<file path="config.mk">
export PLATFORM = sky130hd
export DESIGN_NAME = msg_dispatch
export DESIGN_NICKNAME = d
export VERILOG_FILES = /design/src/rtl/msg_pkg.sv /design/src/rtl/chan_fifo.sv /design/src/rtl/msg_dispatch.sv
export SDC_FILE = /design/constraint.sdc
export NUM_CORES = 1
export LEC_CHECK = 0
export ABC_AREA = 1
export CAP_MARGIN = 20
export CORE_AREA = 3 3 108 110
export CTS_CLUSTER_DIAMETER = 150
export DETAILED_ROUTE_END_ITERATION = 16
export DIE_AREA = 0 0 111 113
export MAX_ROUTING_LAYER = met4
export PLACE_DENSITY = 0.75
export SLEW_MARGIN = 15
export SYNTH_ARGS = -nofsm -noshare
export SYNTH_HDL_FRONTEND = slang
export SYNTH_SLANG_ARGS = --single-unit
</file>
<file path="constraint.sdc">
create_clock -name clk -period 2.4 [get_ports clk]
set_input_delay 0.48 -clock clk [delete_from_list [all_inputs] [get_ports clk]]
set_output_delay 0.48 -clock clk [all_outputs]
set_load 0.02 [all_outputs]
</file>
<file path="src/rtl/msg_pkg.sv">
// msg_pkg: shared constants and types for the serial message path.
// Used by the detector, the dispatcher and upstream serializers.
//   N_DEST    number of destination channels
//   PAYLOAD_W payload width in bits
//   DEST_W    destination field width in bits
package msg_pkg;

   localparam int unsigned N_DEST    = 4;
   localparam int unsigned PAYLOAD_W = 4;
   localparam int unsigned DEST_W    = 2;

   typedef logic [PAYLOAD_W-1:0] payload_t;
   typedef logic [DEST_W-1:0]    dest_t;

endpackage

</file>
<file path="src/rtl/chan_fifo.sv">
// chan_fifo: single-channel synchronous FIFO with registered full/empty flags.
// Ports:
//   clk, rst    clock and synchronous active-high reset
//   push, din   write request and data; ignored when full unless popping
//   pop, dout   read request and head-of-queue data (dout valid when !empty)
//   full, empty registered occupancy flags
module chan_fifo
   import msg_pkg::*;
#(
   parameter int unsigned DEPTH = 4
) (
   input  logic                 clk,
   input  logic                 rst,
   input  logic                 push,
   input  logic                 pop,
   input  logic [PAYLOAD_W-1:0] din,
   output logic [PAYLOAD_W-1:0] dout,
   output logic                 full,
   output logic                 empty
);

   localparam int unsigned PTR_W = $clog2(DEPTH);
   localparam int unsigned OCC_W = $clog2(DEPTH + 1);

   logic [PTR_W-1:0]     wr_ptr_q, wr_ptr_d;
   logic [PTR_W-1:0]     rd_ptr_q, rd_ptr_d;
   logic [OCC_W-1:0]     count_q, count_d;
   logic                 full_q, full_d;
   logic                 empty_q, empty_d;
   logic                 do_push, do_pop;
   logic [PAYLOAD_W-1:0] mem_q [DEPTH];

   always_comb begin
      do_pop  = pop & ~empty_q;
      // A pop in the same cycle frees the slot a full FIFO needs.
      do_push = push & (~full_q | do_pop);

      wr_ptr_d = do_push ? wr_ptr_q + PTR_W'(1) : wr_ptr_q;
      rd_ptr_d = do_pop  ? rd_ptr_q + PTR_W'(1) : rd_ptr_q;

      count_d = count_q;
      if (do_push && !do_pop) begin
         count_d = count_q + OCC_W'(1);
      end else if (!do_push && do_pop) begin
         count_d = count_q - OCC_W'(1);
      end

      full_d  = (count_d == OCC_W'(DEPTH));
      empty_d = (count_d == '0);
   end

   always_ff @(posedge clk) begin
      if (rst) begin
         wr_ptr_q <= '0;
         rd_ptr_q <= '0;
         count_q  <= '0;
         full_q   <= 1'b0;
         empty_q  <= 1'b1;
      end else begin
         wr_ptr_q <= wr_ptr_d;
         rd_ptr_q <= rd_ptr_d;
         count_q  <= count_d;
         full_q   <= full_d;
         empty_q  <= empty_d;
      end
   end

   // Storage is not reset; pointers and occupancy define what is valid.
   // When full with a simultaneous pop, wr_ptr equals rd_ptr: the head is
   // read out combinationally before this edge overwrites it.
   always_ff @(posedge clk) begin
      if (do_push && !rst) begin
         mem_q[wr_ptr_q] <= din;
      end
   end

   assign dout  = mem_q[rd_ptr_q];
   assign full  = full_q;
   assign empty = empty_q;

endmodule

</file>
<file path="src/rtl/msg_dispatch.sv">
// msg_dispatch: routes decoded frames into per-destination FIFOs and serves
// host reads; counts detector errors and drops on full, both saturating.
// Ports:
//   clk, rst           clock and synchronous active-high reset
//   p_in, d_in         payload and destination, sampled on a rising outva
//   outva, err_in      detector valid / error levels (edge-detected here)
//   rd_en, rd_ch       host read request and channel
//   dout, dout_valid   registered read data and one-cycle valid pulse
//   empty, full        per-channel registered flags
//   err_cnt, drop_cnt  saturating event counters
module msg_dispatch
   import msg_pkg::*;
#(
   parameter int unsigned DEPTH = 4,
   parameter int unsigned CNT_W = 8
) (
   input  logic                 clk,
   input  logic                 rst,
   input  logic [PAYLOAD_W-1:0] p_in,
   input  logic [DEST_W-1:0]    d_in,
   input  logic                 outva,
   input  logic                 err_in,
   input  logic                 rd_en,
   input  logic [DEST_W-1:0]    rd_ch,
   output logic [PAYLOAD_W-1:0] dout,
   output logic                 dout_valid,
   output logic [N_DEST-1:0]    empty,
   output logic [N_DEST-1:0]    full,
   output logic [CNT_W-1:0]     err_cnt,
   output logic [CNT_W-1:0]     drop_cnt
);

   logic                 outva_q, outva_d;
   logic                 err_q, err_d;
   logic [PAYLOAD_W-1:0] dout_q, dout_d;
   logic                 dout_valid_q, dout_valid_d;
   logic [CNT_W-1:0]     err_cnt_q, err_cnt_d;
   logic [CNT_W-1:0]     drop_cnt_q, drop_cnt_d;

   logic                 wr_evt, err_evt, rd_ok, drop;
   logic [N_DEST-1:0]    push, pop;
   logic [PAYLOAD_W-1:0] head [N_DEST];

   for (genvar g = 0; g < N_DEST; g++) begin : g_chan
      chan_fifo #(
         .DEPTH (DEPTH)
      ) u_fifo (
         .clk   (clk),
         .rst   (rst),
         .push  (push[g]),
         .pop   (pop[g]),
         .din   (p_in),
         .dout  (head[g]),
         .full  (full[g]),
         .empty (empty[g])
      );
   end

   always_comb begin
      outva_d = outva;
      err_d   = err_in;
      wr_evt  = outva & ~outva_q;
      err_evt = err_in & ~err_q;

      rd_ok = rd_en & ~empty[rd_ch];
      pop   = '0;
      if (rd_ok) begin
         pop[rd_ch] = 1'b1;
      end

      // An error on the same cycle discards the frame outright.
      push = '0;
      drop = 1'b0;
      if (wr_evt && !err_in) begin
         if (!full[d_in] || pop[d_in]) begin
            push[d_in] = 1'b1;
         end else begin
            drop = 1'b1;
         end
      end

      dout_d       = rd_ok ? head[rd_ch] : dout_q;
      dout_valid_d = rd_ok;

      err_cnt_d = err_cnt_q;
      if (err_evt && (err_cnt_q != '1)) begin
         err_cnt_d = err_cnt_q + CNT_W'(1);
      end

      drop_cnt_d = drop_cnt_q;
      if (drop && (drop_cnt_q != '1)) begin
         drop_cnt_d = drop_cnt_q + CNT_W'(1);
      end
   end

   always_ff @(posedge clk) begin
      if (rst) begin
         outva_q      <= 1'b0;
         err_q        <= 1'b0;
         dout_q       <= '0;
         dout_valid_q <= 1'b0;
         err_cnt_q    <= '0;
         drop_cnt_q   <= '0;
      end else begin
         outva_q      <= outva_d;
         err_q        <= err_d;
         dout_q       <= dout_d;
         dout_valid_q <= dout_valid_d;
         err_cnt_q    <= err_cnt_d;
         drop_cnt_q   <= drop_cnt_d;
      end
   end

   assign dout       = dout_q;
   assign dout_valid = dout_valid_q;
   assign err_cnt    = err_cnt_q;
   assign drop_cnt   = drop_cnt_q;

endmodule

</file>
==> impl_metrics.toml <==
[outcome]
status = "finished, final reports clean"

[clocking]
worstSkewPairLatency_ps = 520
root_buffer = "clkbuf_8"
postCtsSetupBuffers = 0
numClockSinks = 131
cts_tree = "built"
post_cts_resized = 0
ctsHoldBuffers = 0
clkTransAtPathRegs_ps = 60
htreeDepth = 4
cts_buffers = 17
clockBufferDepth = 2

[detailed_routing]
wl_per_cell_um = 14.6
route.vias.total = 4705
drt_pre_antenna_iters = 5
avgViaCountPerCell = 5.16
initialDrtViolationCount = 322
drc = 0
wirelength_mm = 13.3
ant_nets = 0

[timing]
slew_headroom = 0.499
worstMarginPinSlew_ps = 748
hold_ws_ps = 477
setup-violations-final = 0
max_freq_mhz = 471
fin_tns_setup_ps = 0
rsz0062_at_grt = "false"
hold_viol = 0
period_minus_slack_ps = 2120
final.period_utilization = 0.884
finClkSkew_ps = 8.81
maxSlewViolCount = 0

[layout]
stdcell_count = 911
syn2layout_area_growth_pct = 26.6
layout-drive-gt1-share = 0.169
fillCellCount = 785
num-nets-final = 797
final_util = 0.697
final_area_mm2 = 0.00752
antennaDiodeCount = 0

[yosys]
synth_top_family_by_area = "simple AND/OR/NAND/NOR gates"
synth-simple-area-share = 0.183
synthXorXnorAreaFrac = 0.0162
syn-instance-count = 648
synthArstFlopShare = 0
ys_seq_area_frac = 0.550
yosys.area.top_type = "edfxtp_1"
synth_area_mm2 = 0.00594
synthTopCellsByCount = "inv_1, nor2_1, nand2_1, dfxtp_1, edfxtp_1"
synth_edf_count = 64
ys_warn_count = 0
synth.avg_cell_area_um2 = 9.16
ys_seq_elements = 131
muxShareOfSynthArea = 0.00169
synth.distinct_cells = 38
ys.flop_type = "dfxtp_1"
synth.area.top_cells = "edfxtp_1, dfxtp_1, inv_1, nor2_1, ha_1"
synth_compound_area_frac = 0.111
syn-num-nets = 687
synthAdderAreaFrac = 0.0548
synth_most_common_cell = "inv_1"
synth_top_area_frac = 0.324

[critical_path]
cp_data_required_time_ps = 2840
worst_r2r_path_depth = 13
crit_top_cell = "nand2_1"
crit_arrival_ps = 2560
critPathLaunchType = "input pin"
cp-end-kind = "flop"
critical_path.max_fanout = 5
path_class = "input pin to flop"
critPathMaxStageDelay_ps = 490
cp_cell_sequence = "clkdlybuf4s50_1 -> inv_2 -> nand2_2 -> nor2_1 -> nor2_4 -> nand4_1 -> nand2_2 -> buf_4 -> o21bai_2 -> nand2_1 -> nand2_1 -> nand3_1 -> nand2_1 -> nand2_1 -> o21bai_1"
crit_slowest_cell = "clkdlybuf4s50_1"

[power_and_ir_drop]
ir_drop_mv = 0.385
p_per_area_mw_per_mm2 = 713
switching_power_w = 0.00129
p_leak_nw = 3.17
seqPwrFrac = 0.454
p_sw_frac = 0.241
p_int_w = 0.00407
comb_power_share = 0.084
power_frac_clock = 0.461

[flow_run]
drv_cap = 0

[worst_hold_path]
hp-class = "flop to flop"
holdPathStages = 2

[placed_design]
placed_area_mm2 = 0.00695
dp_hpwl_mm = 9.53
portBuffers = 41
dp_cells = 879
routabilityCongestion = 0.890

[floorplanning]
dieArea_mm2 = 0.0125
die_w_um = 111
initial_core_util = 0.550
core-area_mm2 = 0.0108
die_h_um = 113
num_io_pins = 42
num_rows = 38

[global_routing]
grt_pass1_wl_mm = 22.1
antenna_found_initial = 0
grt_pass1_vias = 4763
grt_use_total = 0.227
grt_overflow = 0
grt_max_degree = 20
-- per-stage QoR --
stage	power, W	setup WS, ps
finish	0.00536	278
global route	0.00558	82.9
CTS	0.00541	310
detailed placement	0.00293	-221
global placement	0.00291	-166
floorplan	0.00274	377
-- power groups by stage --
stage	clock network [W]	registers (W)	logic, W
3_5_place_dp	0	0.00248	0.000449
6_report	0.00247	0.00244	0.000452
4_1_cts	0.00252	0.00244	0.000453
2_1_floorplan	0	0.00248	0.000256
5_1_grt	0.00264	0.00244	0.000501
3_3_place_gp	0	0.00248	0.000433
-- critical path: cells and delay by family --
kind                   cells  cell delay, ps
and+or+nand+nor           10             960
buffers and inverters      3             760
AOI/OAI and AO/OA          2             370
-- layer usage --
metal / up-vias / GRT usage / wire length [um]
met5: - / - / 0
met4: 0 / 0.0969 / 337
met3: 26 / 0.0492 / 761
met2: 153 / 0.384 / 6640
met1: 2167 / 0.264 / 5560
li1: 2359 / - / -
-- cell type report --
cell class / instances / area (um^2) / area share
well taps: 140 / 175 / 0.0233
repair buffers: 109 / 933 / 0.124
multi-input cells: 395 / 2180 / 0.290
inverters: 104 / 393 / 0.0523
clock inverters: 15 / 158 / 0.0210
clock buffers: 17 / 414 / 0.0551
flip-flops and latches: 131 / 3260 / 0.434
-- path summary, 6_finish.rpt --
| path | start | to | slack [ps] |
|---|---|---|---|
| worst max register to register | g_chan[0].u_fifo.empty | g_chan[0].u_fifo.empty | 460 |
| worst min-delay path | g_chan[1].u_fifo.rd_ptr_q[1] | g_chan[1].u_fifo.rd_ptr_q[1] | 480 |
| worst min register to register | g_chan[1].u_fifo.rd_ptr_q[1] | g_chan[1].u_fifo.rd_ptr_q[1] | 480 |
| worst max-delay path | rd_ch[1] | g_chan[0].u_fifo.empty | 280 |
-- cells by family after synthesis --
| family | count (synthesis) |
|---|---|
| xor+xnor | 11 |
| flops | 131 |
| mux | 1 |
| simple gates | 238 |
| buf+inv | 122 |
| compound gates | 119 |
| fa+ha+maj | 26 |
-- flip-flops by register name (all words and copies together), names as in the netlist, named ones only --
name,count
g_chan.u_fifo.wr_ptr_q,8
g_chan.u_fifo.count_q,12
g_chan.u_fifo.empty,4
g_chan.u_fifo.full,4
g_chan.u_fifo.rd_ptr_q,8
drop_cnt,8
g_chan.u_fifo.mem_q,64
dout,4
err_q,1
outva_q,1
dout_valid,1
err_cnt,8
-- cells in the final DEF, fill, tap and decap left out, drive strengths merged --
master | Yosys | final
nand3 | 39 | 39
ha | 26 | 26
o21ai | 63 | 63
mux2i | 1 | 1
buf | 10 | 68
o21bai | 5 | 5
a21oi | 25 | 25
a31oi | 3 | 3
o21a | 2 | 2
inv | 104 | 108
xnor2 | 3 | 3
bufinv | 0 | 2
xor2 | 8 | 8
a22oi | 1 | 1
edfxtp | 64 | 64
a41oi | 4 | 4
clkbuf | 8 | 17
clkinv | 0 | 5
dfxtp | 67 | 67
nor4 | 2 | 2
nand2 | 88 | 88
nand4 | 7 | 7
clkdlybuf4s50 | 0 | 41
o22ai | 16 | 16
nor2 | 95 | 95
nor3 | 6 | 6
clkinvlp | 0 | 4
nor3b | 1 | 1
(Power assumes the default switching activity.)
